## config.mk

```make
export PLATFORM = sky130hd
export DESIGN_NAME = mips_cpu_run_ctrl_flat
export DESIGN_NICKNAME = d
export VERILOG_FILES = /design/src/rtl/mips_cpu_run_ctrl_pkg.sv /design/src/rtl/mips_cpu_run_ctrl_if.sv /design/src/rtl/mips_cpu_run_ctrl_v0_history.sv /design/src/rtl/mips_cpu_run_ctrl.sv /design/src/flat_wrapper.sv
export SDC_FILE = /design/constraint.sdc
export NUM_CORES = 1
export LEC_CHECK = 0
export CORE_MARGIN = 1
export CORE_UTILIZATION = 35
export CTS_BUF_LIST = sky130_fd_sc_hd__clkbuf_16
export CTS_CLUSTER_DIAMETER = 80
export DETAILED_ROUTE_END_ITERATION = 10
export PLACE_DENSITY = 0.65
export SLEW_MARGIN = 20
export SYNTH_ARGS = -nofsm -noshare
export SYNTH_HDL_FRONTEND = slang
export SYNTH_SLANG_ARGS = --single-unit
```

## constraint.sdc

```tcl
create_clock -name clk -period 7.67 [get_ports clk]
set_input_delay 0.767 -clock clk [delete_from_list [all_inputs] [get_ports clk]]
set_output_delay 0.767 -clock clk [all_outputs]
set_load 0.005 [all_outputs]
```

## src/rtl/mips_cpu_run_ctrl_pkg.sv

```systemverilog
// Shared types for the MIPS CPU run controller: FSM states, completion codes,
// stall-mode selectors and the stall LFSR step function.
package mips_cpu_run_ctrl_pkg;

  typedef enum logic [2:0] {
    ST_IDLE,
    ST_RESET_HOLD,
    ST_WAIT_ACTIVE,
    ST_RUN,
    ST_DONE
  } run_state_t;

  typedef enum logic [1:0] {
    FC_NONE        = 2'd0,
    FC_NO_ACTIVE   = 2'd1,
    FC_TIMEOUT     = 2'd2,
    FC_V0_MISMATCH = 2'd3
  } fail_code_t;

  localparam int STALL_NONE     = 0;
  localparam int STALL_PERIODIC = 1;
  localparam int STALL_LFSR     = 2;

  // x^8 + x^6 + x^5 + x^4 + 1, shifting towards the MSB
  function automatic logic [7:0] lfsr_next(input logic [7:0] s);
    return {s[6:0], s[7] ^ s[5] ^ s[4] ^ s[3]};
  endfunction

endpackage

```

## src/rtl/mips_cpu_run_ctrl_if.sv

```systemverilog
// Control/status link between the run controller (master) and the Harvard MIPS CPU (slave).
interface mips_cpu_run_ctrl_if;
  logic        cpu_reset;
  logic        cpu_clk_enable;
  logic        cpu_active;
  logic [31:0] cpu_register_v0;

  modport master (output cpu_reset, output cpu_clk_enable,
                  input  cpu_active, input cpu_register_v0);
  modport slave  (input  cpu_reset, input cpu_clk_enable,
                  output cpu_active, output cpu_register_v0);
endinterface

```

## src/rtl/mips_cpu_run_ctrl_v0_history.sv

```systemverilog
// Circular trace of register_v0 values; read index 0 is always the oldest retained entry.
module mips_cpu_v0_history #(
  parameter int HIST_DEPTH = 8
) (
  input  logic                          clk,
  input  logic                          reset,
  input  logic                          clear,
  input  logic                          wr_en,
  input  logic [31:0]                   wr_data,
  input  logic [$clog2(HIST_DEPTH)-1:0] rd_idx,
  output logic [31:0]                   rd_data,
  output logic [$clog2(HIST_DEPTH):0]   count
);
  localparam int             IDX_W = $clog2(HIST_DEPTH);
  localparam logic [IDX_W:0] FULL  = (IDX_W + 1)'(HIST_DEPTH);

  logic [31:0]      mem_q [HIST_DEPTH];
  logic [IDX_W-1:0] wr_ptr_q, wr_ptr_d, base;
  logic [IDX_W:0]   count_q, count_d;

  always_comb begin
    wr_ptr_d = wr_ptr_q;
    count_d  = count_q;
    if (clear) begin
      wr_ptr_d = '0;
      count_d  = '0;
    end else if (wr_en) begin
      wr_ptr_d = wr_ptr_q + IDX_W'(1);
      if (count_q != FULL) count_d = count_q + (IDX_W + 1)'(1);
    end
  end

  always_ff @(posedge clk) begin
    if (reset) begin
      wr_ptr_q <= '0;
      count_q  <= '0;
    end else begin
      wr_ptr_q <= wr_ptr_d;
      count_q  <= count_d;
    end
  end

  always_ff @(posedge clk) begin
    if (wr_en && !clear) mem_q[wr_ptr_q] <= wr_data;
  end

  // once the buffer has wrapped, the write pointer sits on the oldest entry
  assign base    = (count_q == FULL) ? wr_ptr_q : '0;
  assign rd_data = mem_q[base + rd_idx];
  assign count   = count_q;

endmodule

```

## src/rtl/mips_cpu_run_ctrl.sv

```systemverilog
// Run controller for the Harvard MIPS CPU: reset sequencing, clk_enable gating with
// optional stall injection, timeout, final v0 check and a v0 trace buffer.
module mips_cpu_run_ctrl
  import mips_cpu_run_ctrl_pkg::*;
#(
  parameter int         TIMEOUT_CYCLES = 100,
  parameter int         RESET_CYCLES   = 1,
  parameter int         STALL_MODE     = 0,
  parameter int         STALL_PERIOD   = 4,
  parameter logic [7:0] LFSR_SEED      = 8'hA5,
  parameter int         CNT_W          = 32,
  parameter int         HIST_DEPTH     = 8
) (
  input  logic                          clk,
  input  logic                          reset,
  input  logic                          start,
  input  logic                          check_en,
  input  logic [31:0]                   expected_v0,
  mips_cpu_run_ctrl_if.master           cpu,
  output logic                          done,
  output logic                          pass,
  output logic [1:0]                    fail_code,
  output logic [31:0]                   final_v0,
  output logic [CNT_W-1:0]              cycle_count,
  input  logic [$clog2(HIST_DEPTH)-1:0] hist_rd_idx,
  output logic [31:0]                   hist_rd_data,
  output logic [$clog2(HIST_DEPTH):0]   hist_count
);
  localparam int                RST_W       = (RESET_CYCLES > 1) ? $clog2(RESET_CYCLES) : 1;
  localparam int                STALL_W     = $clog2(STALL_PERIOD);
  localparam logic [RST_W-1:0]   RST_LAST    = RST_W'(RESET_CYCLES - 1);
  localparam logic [STALL_W-1:0] STALL_LAST  = STALL_W'(STALL_PERIOD - 1);
  localparam logic [CNT_W-1:0]   CNT_TIMEOUT = CNT_W'(TIMEOUT_CYCLES);

  run_state_t         state_q, state_d;
  fail_code_t         fail_code_q, fail_code_d;
  logic [RST_W-1:0]   rst_cnt_q, rst_cnt_d;
  logic [STALL_W-1:0] stall_cnt_q, stall_cnt_d;
  logic [7:0]         lfsr_q, lfsr_d;
  logic               done_q, done_d, pass_q, pass_d, check_en_l_q, check_en_l_d;
  logic [31:0]        final_v0_q, final_v0_d, expected_l_q, expected_l_d, last_v0_q, last_v0_d;
  logic [CNT_W-1:0]   cycle_count_q, cycle_count_d;
  logic               stall, clk_en, hist_clear, hist_wr_en;
  logic [$clog2(HIST_DEPTH):0] hist_count_w;

  always_comb begin
    case (STALL_MODE)
      STALL_PERIODIC: stall = (stall_cnt_q == STALL_LAST);
      STALL_LFSR:     stall = (lfsr_q[1:0] == 2'b00);
      default:        stall = 1'b0;
    endcase
  end

  always_comb begin
    state_d       = state_q;
    rst_cnt_d     = rst_cnt_q;
    stall_cnt_d   = stall_cnt_q;
    lfsr_d        = lfsr_q;
    done_d        = done_q;
    pass_d        = pass_q;
    fail_code_d   = fail_code_q;
    final_v0_d    = final_v0_q;
    cycle_count_d = cycle_count_q;
    check_en_l_d  = check_en_l_q;
    expected_l_d  = expected_l_q;
    last_v0_d     = last_v0_q;
    clk_en        = 1'b0;
    hist_clear    = 1'b0;
    hist_wr_en    = 1'b0;
    case (state_q)
      ST_IDLE, ST_DONE: begin
        if (start) begin
          state_d       = ST_RESET_HOLD;
          rst_cnt_d     = '0;
          stall_cnt_d   = '0;
          lfsr_d        = LFSR_SEED;
          done_d        = 1'b0;
          pass_d        = 1'b0;
          fail_code_d   = FC_NONE;
          cycle_count_d = '0;
          check_en_l_d  = check_en;
          expected_l_d  = expected_v0;
          hist_clear    = 1'b1;
        end
      end
      ST_RESET_HOLD: begin
        if (rst_cnt_q == RST_LAST) state_d = ST_WAIT_ACTIVE;
        else rst_cnt_d = rst_cnt_q + RST_W'(1);
      end
      ST_WAIT_ACTIVE: begin
        clk_en = 1'b1;
        if (!cpu.cpu_active) begin
          state_d     = ST_DONE;
          done_d      = 1'b1;
          pass_d      = 1'b0;
          fail_code_d = FC_NO_ACTIVE;
          final_v0_d  = cpu.cpu_register_v0;
        end else begin
          state_d = ST_RUN;
        end
      end
      ST_RUN: begin
        clk_en      = !stall;
        stall_cnt_d = (stall_cnt_q == STALL_LAST) ? '0 : stall_cnt_q + STALL_W'(1);
        lfsr_d      = lfsr_next(lfsr_q);
        hist_wr_en  = (hist_count_w == '0) || (cpu.cpu_register_v0 != last_v0_q);
        if (hist_wr_en) last_v0_d = cpu.cpu_register_v0;
        // completion is checked first so it wins over a timeout in the same cycle
        if (!cpu.cpu_active) begin
          state_d    = ST_DONE;
          done_d     = 1'b1;
          final_v0_d = cpu.cpu_register_v0;
          pass_d     = !check_en_l_q || (cpu.cpu_register_v0 == expected_l_q);
          fail_code_d = pass_d ? FC_NONE : FC_V0_MISMATCH;
        end else if (cycle_count_q == CNT_TIMEOUT) begin
          state_d     = ST_DONE;
          done_d      = 1'b1;
          pass_d      = 1'b0;
          fail_code_d = FC_TIMEOUT;
          final_v0_d  = cpu.cpu_register_v0;
        end else if (clk_en) begin
          cycle_count_d = cycle_count_q + CNT_W'(1);
        end
      end
      default: state_d = ST_IDLE;
    endcase
  end

  always_ff @(posedge clk) begin
    if (reset) begin
      state_q       <= ST_IDLE;
      rst_cnt_q     <= '0;
      stall_cnt_q   <= '0;
      lfsr_q        <= LFSR_SEED;
      done_q        <= 1'b0;
      pass_q        <= 1'b0;
      fail_code_q   <= FC_NONE;
      final_v0_q    <= '0;
      cycle_count_q <= '0;
      check_en_l_q  <= 1'b0;
      expected_l_q  <= '0;
      last_v0_q     <= '0;
    end else begin
      state_q       <= state_d;
      rst_cnt_q     <= rst_cnt_d;
      stall_cnt_q   <= stall_cnt_d;
      lfsr_q        <= lfsr_d;
      done_q        <= done_d;
      pass_q        <= pass_d;
      fail_code_q   <= fail_code_d;
      final_v0_q    <= final_v0_d;
      cycle_count_q <= cycle_count_d;
      check_en_l_q  <= check_en_l_d;
      expected_l_q  <= expected_l_d;
      last_v0_q     <= last_v0_d;
    end
  end

  mips_cpu_v0_history #(.HIST_DEPTH(HIST_DEPTH)) u_hist (
    .clk     (clk),
    .reset   (reset),
    .clear   (hist_clear),
    .wr_en   (hist_wr_en),
    .wr_data (cpu.cpu_register_v0),
    .rd_idx  (hist_rd_idx),
    .rd_data (hist_rd_data),
    .count   (hist_count_w)
  );

  assign cpu.cpu_reset      = reset | (state_q == ST_RESET_HOLD);
  assign cpu.cpu_clk_enable = clk_en & !reset;
  assign done               = done_q;
  assign pass               = pass_q;
  assign fail_code          = fail_code_q;
  assign final_v0           = final_v0_q;
  assign cycle_count        = cycle_count_q;
  assign hist_count         = hist_count_w;

endmodule

```

## src/flat_wrapper.sv

```systemverilog
// flat-port wrapper written by rule: the top's interface ports become plain ports
module mips_cpu_run_ctrl_flat import mips_cpu_run_ctrl_pkg::*;
#(
  parameter int         TIMEOUT_CYCLES = 100,
  parameter int         RESET_CYCLES   = 1,
  parameter int         STALL_MODE     = 0,
  parameter int         STALL_PERIOD   = 4,
  parameter logic [7:0] LFSR_SEED      = 8'hA5,
  parameter int         CNT_W          = 32,
  parameter int         HIST_DEPTH     = 8
)
  (clk, reset, start, check_en, expected_v0, done, pass, fail_code, final_v0, cycle_count, hist_rd_idx, hist_rd_data, hist_count, cpu_cpu_reset, cpu_cpu_clk_enable, cpu_cpu_active, cpu_cpu_register_v0);
  mips_cpu_run_ctrl_if cpu_i ();
  input  logic clk;
  input  logic reset;
  input  logic start;
  input  logic check_en;
  input  logic [31:0] expected_v0;
  output logic done;
  output logic pass;
  output logic [1:0] fail_code;
  output logic [31:0] final_v0;
  output logic [CNT_W-1:0] cycle_count;
  input  logic [$clog2(HIST_DEPTH)-1:0] hist_rd_idx;
  output logic [31:0] hist_rd_data;
  output logic [$clog2(HIST_DEPTH):0] hist_count;
  output wire logic [$bits(cpu_i.cpu_reset)-1:0] cpu_cpu_reset;
  output wire logic [$bits(cpu_i.cpu_clk_enable)-1:0] cpu_cpu_clk_enable;
  input wire logic [$bits(cpu_i.cpu_active)-1:0] cpu_cpu_active;
  input wire logic [$bits(cpu_i.cpu_register_v0)-1:0] cpu_cpu_register_v0;
  assign cpu_cpu_reset = cpu_i.cpu_reset;
  assign cpu_cpu_clk_enable = cpu_i.cpu_clk_enable;
  assign cpu_i.cpu_active = cpu_cpu_active;
  assign cpu_i.cpu_register_v0 = cpu_cpu_register_v0;
  mips_cpu_run_ctrl #(.TIMEOUT_CYCLES(TIMEOUT_CYCLES), .RESET_CYCLES(RESET_CYCLES), .STALL_MODE(STALL_MODE), .STALL_PERIOD(STALL_PERIOD), .LFSR_SEED(LFSR_SEED), .CNT_W(CNT_W), .HIST_DEPTH(HIST_DEPTH)) u_core (.clk(clk), .reset(reset), .start(start), .check_en(check_en), .expected_v0(expected_v0), .cpu(cpu_i), .done(done), .pass(pass), .fail_code(fail_code), .final_v0(final_v0), .cycle_count(cycle_count), .hist_rd_idx(hist_rd_idx), .hist_rd_data(hist_rd_data), .hist_count(hist_count));
endmodule
```

==> impl_metrics.toml, run 1 <==
[clock_network]
tritoncts_num_sinks = 399
worst_path_clk_slew_ns = 0.06
cts.path.max_buffers = 3
postCtsHoldBufs = 0
clockRootBuffer = "clkbuf_16"
post_cts_buffers = 0
clkLatencyLatePin_ns = 0.57
cts_resized = 0
cts.htree.levels = 2
numCtsBuffers = 44
cts_tree = "yes"

[routing]
viasPerCell = 5.00
drt-initial-drc-count = 652
antenna_left = 0
detail_route.wirelength_mm = 40.5
wl_per_cell_um = 20.7
firstDrtPassIters = 5
post-route-drc-count = 0
num_vias = 9770

[floorplan]
dieHeight_um = 218
floorplan.io_pins = 178
start_util_pct = 35.7
core_area_um2 = 45700
row_count = 78
design.die.area_um2 = 47500
die-width_um = 218

[cells_and_area]
layout.cell_area.non_filler_um2 = 20400
mostFrequentLayoutCell = "edfxtp_1"
fillerInstances = 4135
syn2layout_area_growth_pct = 25.0
final_layout_size_suffix_gt1_share_pct = 17.8
layout.cells.most_common_list = "edfxtp_1, clkdlybuf4s50_1, dfxtp_1"
finish.net_count = 1395

[global_routing]
grt_max_degree = 73
grt_usage_pct = 17.2
overflow = 0
first_global_vias = 9812
antenna_found_initial = 0
wire_length_of_the_first_global_routing_pass_mm = 60.7

[sta]
layout_worst_path_cycle_share_pct = 75.2
tightestPinTransition_ns = 0.975
final_period_demand_of_the_worst_path_ns = 5.77
final_max_slew_viol_count = 0
clock.fmax_mhz = 173
max_slew_margin_pct = 34.7
finalSetupViolCount = 0
setup-tns-final_ns = 0
grt_setup_unrepaired = "false"
finalHoldViolCount = 0
skew_ns = 0.0190

[worst_setup_path]
worst_setup_path_startpoint = "u_core.u_hist.count[1]"
start_kind = "flop"
worstPathArrival_ns = 5.00
critPathCaptureType = "output port"
timing.critical_path.required_ns = 6.90
critPathMaxFanout = 42
worstSetupPathType = "flop to output port"
r2r_startpoint = "u_core.u_hist.count[1]"

[synthesis]
yosys.area_share.simple_pct = 8.61
adder_cell_area_share_of_the_yosys_netlist_pct = 0.583
yosysUniqueCellTypes = 69
yosys.area.top_type_share_pct = 47.1
cells_after_synthesis = 1109
synth-seq-area-share_pct = 64.7
synthDominantAreaCellType = "edfxtp_1"
synth_enable_flop_cells = 256
synth.avg_cell_area_um2 = 14.7
synth_compound_area_share_pct = 4.31
postSynthRegisterBits = 399
synth_area_um2 = 16300
ys_async_sr_fraction_pct = 0
synthTopCellsByArea = "edfxtp_1, dfxtp_1, mux4_2"
synth_mux_area_share_pct = 15.2
most_instantiated_flip_flop_cell_in_the_synthesis_netlist = "edfxtp_1"
mappedNetlistNets = 1188
yosys_warnings = 0
combinational_family_with_the_most_area_after_synthesis = "multiplexers"
post_synthesis_share_of_cell_area_spent_on_xor_and_xnor_gates_pct = 4.66

[power_and_ir_drop]
cellLeakagePower_nw = 7.04
p_per_area_nw_per_um2 = 233
peakVddDrop_mv = 0.188

[placement]
numPortBuffers = 177
dpl.hpwl_mm = 25.1
detailed_place.area_um2 = 18900
gp_congestion = 0.776

[hold_path]
hp-start = "u_core.check_en_l_q"
worstHoldPathType = "flop to flop"

[flow_run]
drv_cap = 0

[status]
run_status = "finished, final reports clean"
-- worst paths after layout --
check / to / slack (ns) / depth (start not counted)
worst min-delay path: u_core.check_en_l_q / 0.46 / 2
worst max register to register: u_core.u_hist.mem_q[3][19] / 4.06 / 9
worst min register to register: u_core.check_en_l_q / 0.46 / 2
worst max-delay path: hist_rd_data[14] / 1.90 / 13
-- per-stage QoR --
step / hold slack, ns / worst slack, ns / power [W] / cells / util (%)
final: 0.460 / 1.90 / 0.00475 / 1953 / 44.6
after global placement: 0.441 / 2.23 / 0.00272 / 1870 / 41.5
after floorplan: 0.433 / 2.14 / 0.00254 / 1109 / -
after CTS: 0.460 / 1.79 / 0.00481 / 1952 / 44.6
after global routing: 0.479 / 1.59 / 0.00493 / 1952 / 44.6
after detailed placement: 0.450 / 2.18 / 0.00272 / 1870 / 41.5
-- cell families (layout without fill, tap and decap cells) --
kind of cell | count (synthesis) | after routing
flip-flops | 399 | 399
AND/OR/NAND/NOR | 289 | 289
multiplexers | 164 | 164
AO/OA/AOI/OAI | 94 | 94
XOR/XNOR | 86 | 86
buffers and inverters | 70 | 313
adder cells (fa/ha/maj) | 7 | 7
other | 0 | 1
-- synth_stat cells, types with 4 or more instances --
| library cell | instances |
|---|---|
| nand2_1 | 89 |
| nor3_1 | 8 |
| nand3_1 | 14 |
| ha_1 | 6 |
| and3_1 | 5 |
| mux2_2 | 33 |
| nor4_1 | 18 |
| xnor2_1 | 17 |
| or3_1 | 5 |
| a31o_1 | 4 |
| mux4_2 | 64 |
| dfxtp_1 | 143 |
| xor2_1 | 68 |
| nor2_1 | 101 |
| a21oi_1 | 49 |
| nand4_1 | 13 |
| a211oi_1 | 8 |
| inv_1 | 14 |
| buf_2 | 14 |
| buf_6 | 5 |
| a2111oi_4 | 4 |
| clkbuf_1 | 25 |
| edfxtp_1 | 256 |
| o21ai_0 | 7 |
| mux2i_1 | 67 |
| nand2b_1 | 4 |
| buf_1 | 11 |
-- sequential cells by signal, summed over array words and instances (netlist names) --
register and count:
u_core.check_en_l_q 1, u_core.cycle_count 32, u_core.done 1, u_core.expected_l_q 32, u_core.fail_code 2, u_core.final_v0 32, u_core.last_v0_q 32, u_core.pass 1
u_core.state_q 3, u_core.u_hist.count 4, u_core.u_hist.mem_q 256, u_core.u_hist.wr_ptr_q 3
-- routing by layer --
layer  track usage (%)  routed length, um
met3              4.16               2350
met5                 0                  0
met4              4.08                627
met1              23.8              18700
met2              27.2              18800
-- cell type report --
cell class              count  area [um2]  area share, %
clock buffers              46        1150           5.64
multi-input cells         640        5530           27.1
flip-flops and latches    399       10600           51.7
diodes                      1        2.50         0.0123
repair buffers            216        2060           10.1
inverters                  15        56.3          0.276
well taps                 600         751           3.68
clock inverters            36         287           1.41
-- power by group --
group	internal, W	leakage (nW)	switching [W]
Combinational	0.000164	2.86	0.000181
Clock	0.00122	0.719	0.000856
Sequential	0.00231	3.46	0.0000183
Total	0.00370	7.04	0.00106
-- critical path: stages (launching register included) --
cell and delay [ns]:
dfxtp_1 0.34, inv_1 0.10, ha_1 0.16, and3b_1 0.25, and2_1 0.21, ha_4 0.13
inv_1 0.04, fa_1 0.37, xnor2_1 0.21, xnor2_4 0.78, buf_4 0.62, mux4_2 0.40
mux2_2 0.30, clkdlybuf4s50_1 0.45
No activity file was read; power rests on OpenSTA's default activity.
==> run 2: changes to the inputs <==
Settings changed: PLACE_DENSITY 0.65 to 0.67.
Clock period 7.67 ns to 5.14 ns, I/O delays scaled along.
==> run 2 against run 1 <==
  * Utilization increased by 0.058 points
  * Routed wire length increased by 0.41%
  * Die area unchanged
  * Sequential power increased by 49%
  * Via count increased by 0.49%
  * Flip-flop and latch count unchanged
  * Combinational power increased by 51%
  * Largest cell class unchanged
  * Largest power group unchanged
  * Highest routed layer unchanged
==> impl_metrics.toml, run 2 (same netlist as run 1, synthesis figures left out) <==
[sta]
grt_setup_unrepaired = "false"
timing.hold.ws_ns = 0.458
final_max_slew_viol_count = 0
setup-tns-final_ns = 0
finalHoldViolCount = 0
skew_ns = 0.0188
layout_worst_path_cycle_share_pct = 92.7
tightestPinTransition_ns = 0.708
clock.fmax_mhz = 210
final_period_demand_of_the_worst_path_ns = 4.77
finalSetupViolCount = 0
max_slew_margin_pct = 52.8

[worst_setup_path]
critical_r2r_capture = "u_core.u_hist.mem_q[3][14]"
critPathCaptureType = "output port"
critPathTopFamily = "buffers and inverters"
r2r_startpoint = "u_core.u_hist.count[0]"
critPathMaxFanout = 64
ff_to_ff_setup_slack_ns = 2.42
worstPathArrival_ns = 4.25
max_stage_delay_ns = 0.49
start_kind = "flop"
timing.critical_path.mode_cell = "inv_1"
worstSetupPathType = "flop to output port"
worst_setup_path_startpoint = "u_core.u_hist.count[0]"
timing.critical_path.required_ns = 4.63
slowest_stage = "clkdlybuf4s50_1"
cell_chain_critical_path = "inv_1 > ha_1 > and3b_1 > and2_1 > ha_4 > inv_1 > fa_1 > xnor2_1 > xnor2_4 > buf_12 > mux4_2 > mux2_2 > clkdlybuf4s50_1"
cp.buffers_inverters = 4
worst-r2r-cell-count = 9

[global_routing]
antenna_found_initial = 1
grt_max_degree = 65
wire_length_of_the_first_global_routing_pass_mm = 61.3
grt_usage_pct = 17.4
overflow = 0
first_global_vias = 9939

[hold_path]
hold_path_depth = 2
min_to = "u_core.check_en_l_q"
worstHoldPathType = "flop to flop"
hp-start = "u_core.check_en_l_q"

[cells_and_area]
regMostFlops = "u_core.u_hist.mem_q"
antenna-diode-count = 0
fillerInstances = 4090
layout.cells.most_common_list = "edfxtp_1, clkdlybuf4s50_1, dfxtp_1"
mostFrequentLayoutCell = "edfxtp_1"
final_layout_size_suffix_gt1_share_pct = 17.7
largest_reg_flops = 256
finish.net_count = 1403
syn2layout_area_growth_pct = 25.1

[floorplan]
floorplan.io_pins = 178
design.die.area_um2 = 47500
core_area_um2 = 45700
start_util_pct = 35.7
dieHeight_um = 218
row_count = 78
die-width_um = 218

[power_and_ir_drop]
cellLeakagePower_nw = 7.08
switching_share_pct = 21.7
p_switching_w = 0.00152
p_per_area_nw_per_um2 = 342
peakVddDrop_mv = 0.198
sequentialPowerShare_pct = 49.7
power.share.clock_pct = 42.9
power_share_of_the_combinational_group_pct = 7.4
internal_power_component_w = 0.00547

[placement]
numPortBuffers = 177
gp_congestion = 0.765
dpl.hpwl_mm = 25.4

[clock_network]
post_cts_buffers = 0
worst_path_clk_slew_ns = 0.06
numCtsBuffers = 44
cts.path.max_buffers = 3
cts_tree = "yes"
postCtsHoldBufs = 0
tritoncts_num_sinks = 399
cts_resized = 0
clkLatencyLatePin_ns = 0.56
cts.htree.levels = 2
clockRootBuffer = "clkbuf_16"

[routing]
firstDrtPassIters = 4
drt-initial-drc-count = 478
num_vias = 9818
viasPerCell = 5.03
antenna_left = 0
wl_per_cell_um = 20.8
post-route-drc-count = 0
detail_route.wirelength_mm = 40.7

[status]
run_status = "finished, final reports clean"

[flow_run]
drv_cap = 0
## run 2: changes by cell type in the layout (fill, tap and decap cells not counted), sizes merged
cell	previous run	this run
buf	40	48
clkinv	19	14
clkinvlp	5	0
inv	23	27
clkbuf	46	45
diode	1	0
## run 2: final cells by class
class | count | area, um2 | share of cell area [%]
clock buffers | 45 | 1130 | 5.52
clock inverters | 30 | 238 | 1.16
inverters | 15 | 56.3 | 0.276
multi-input cells | 640 | 5550 | 27.2
flip-flops and latches | 399 | 10600 | 51.7
well taps | 600 | 751 | 3.68
repair buffers | 224 | 2150 | 10.5
## run 2: power groups by stage
stage | clock network [W] | registers, W | logic [W]
2_1_floorplan | 0 | 0.00354 | 0.000259
3_3_place_gp | 0 | 0.00354 | 0.000526
3_5_place_dp | 0 | 0.00354 | 0.000530
4_1_cts | 0.00308 | 0.00347 | 0.000533
5_1_grt | 0.00320 | 0.00348 | 0.000569
6_report | 0.00300 | 0.00347 | 0.000520
## run 2: how the worst max path moves through the flow
stage | depth (start not counted) | end
after floorplan | 9 | u_core.u_hist.mem_q[2][0]
after global placement | 10 | hist_rd_data[14]
after detailed placement | 13 | hist_rd_data[14]
after CTS | 13 | hist_rd_data[14]
after global routing | 13 | hist_rd_data[13]
final | 13 | hist_rd_data[14]
## run 2: routing by layer
| layer | track usage [%] | vias up | part of all wire [%] |
|---|---|---|---|
| li1 | - | 4587 | - |
| met1 | 23.7 | 4946 | 46 |
| met2 | 27.8 | 228 | 46 |
| met3 | 4.03 | 57 | 5.4 |
| met4 | 4.69 | 0 | 2.0 |
| met5 | 0 | - | 0 |
## run 2: through the flow
step                      setup slack (ns)  utilization, %  total power [W]  cell area, um2  std cells
after global placement               0.900            41.7          0.00406           19100       1878
final                                0.375            44.7          0.00699           20400       1953
after floorplan                      0.274               -          0.00380           16300       1109
after global routing                 0.131            44.7          0.00724           20400       1953
after detailed placement             0.896            41.7          0.00407           19100       1878
after CTS                            0.261            44.7          0.00709           20400       1953
## run 2: worst reg2reg max path, stage by stage, from the launching register on
cell and delay [ns]:
dfxtp_1 0.34, inv_1 0.10, ha_1 0.15, nor3b_1 0.37, nor4_1 0.09, nand2_1 0.08
o31a_2 0.28, nand2_1 0.19, nor3b_2 0.22, buf_4 0.46
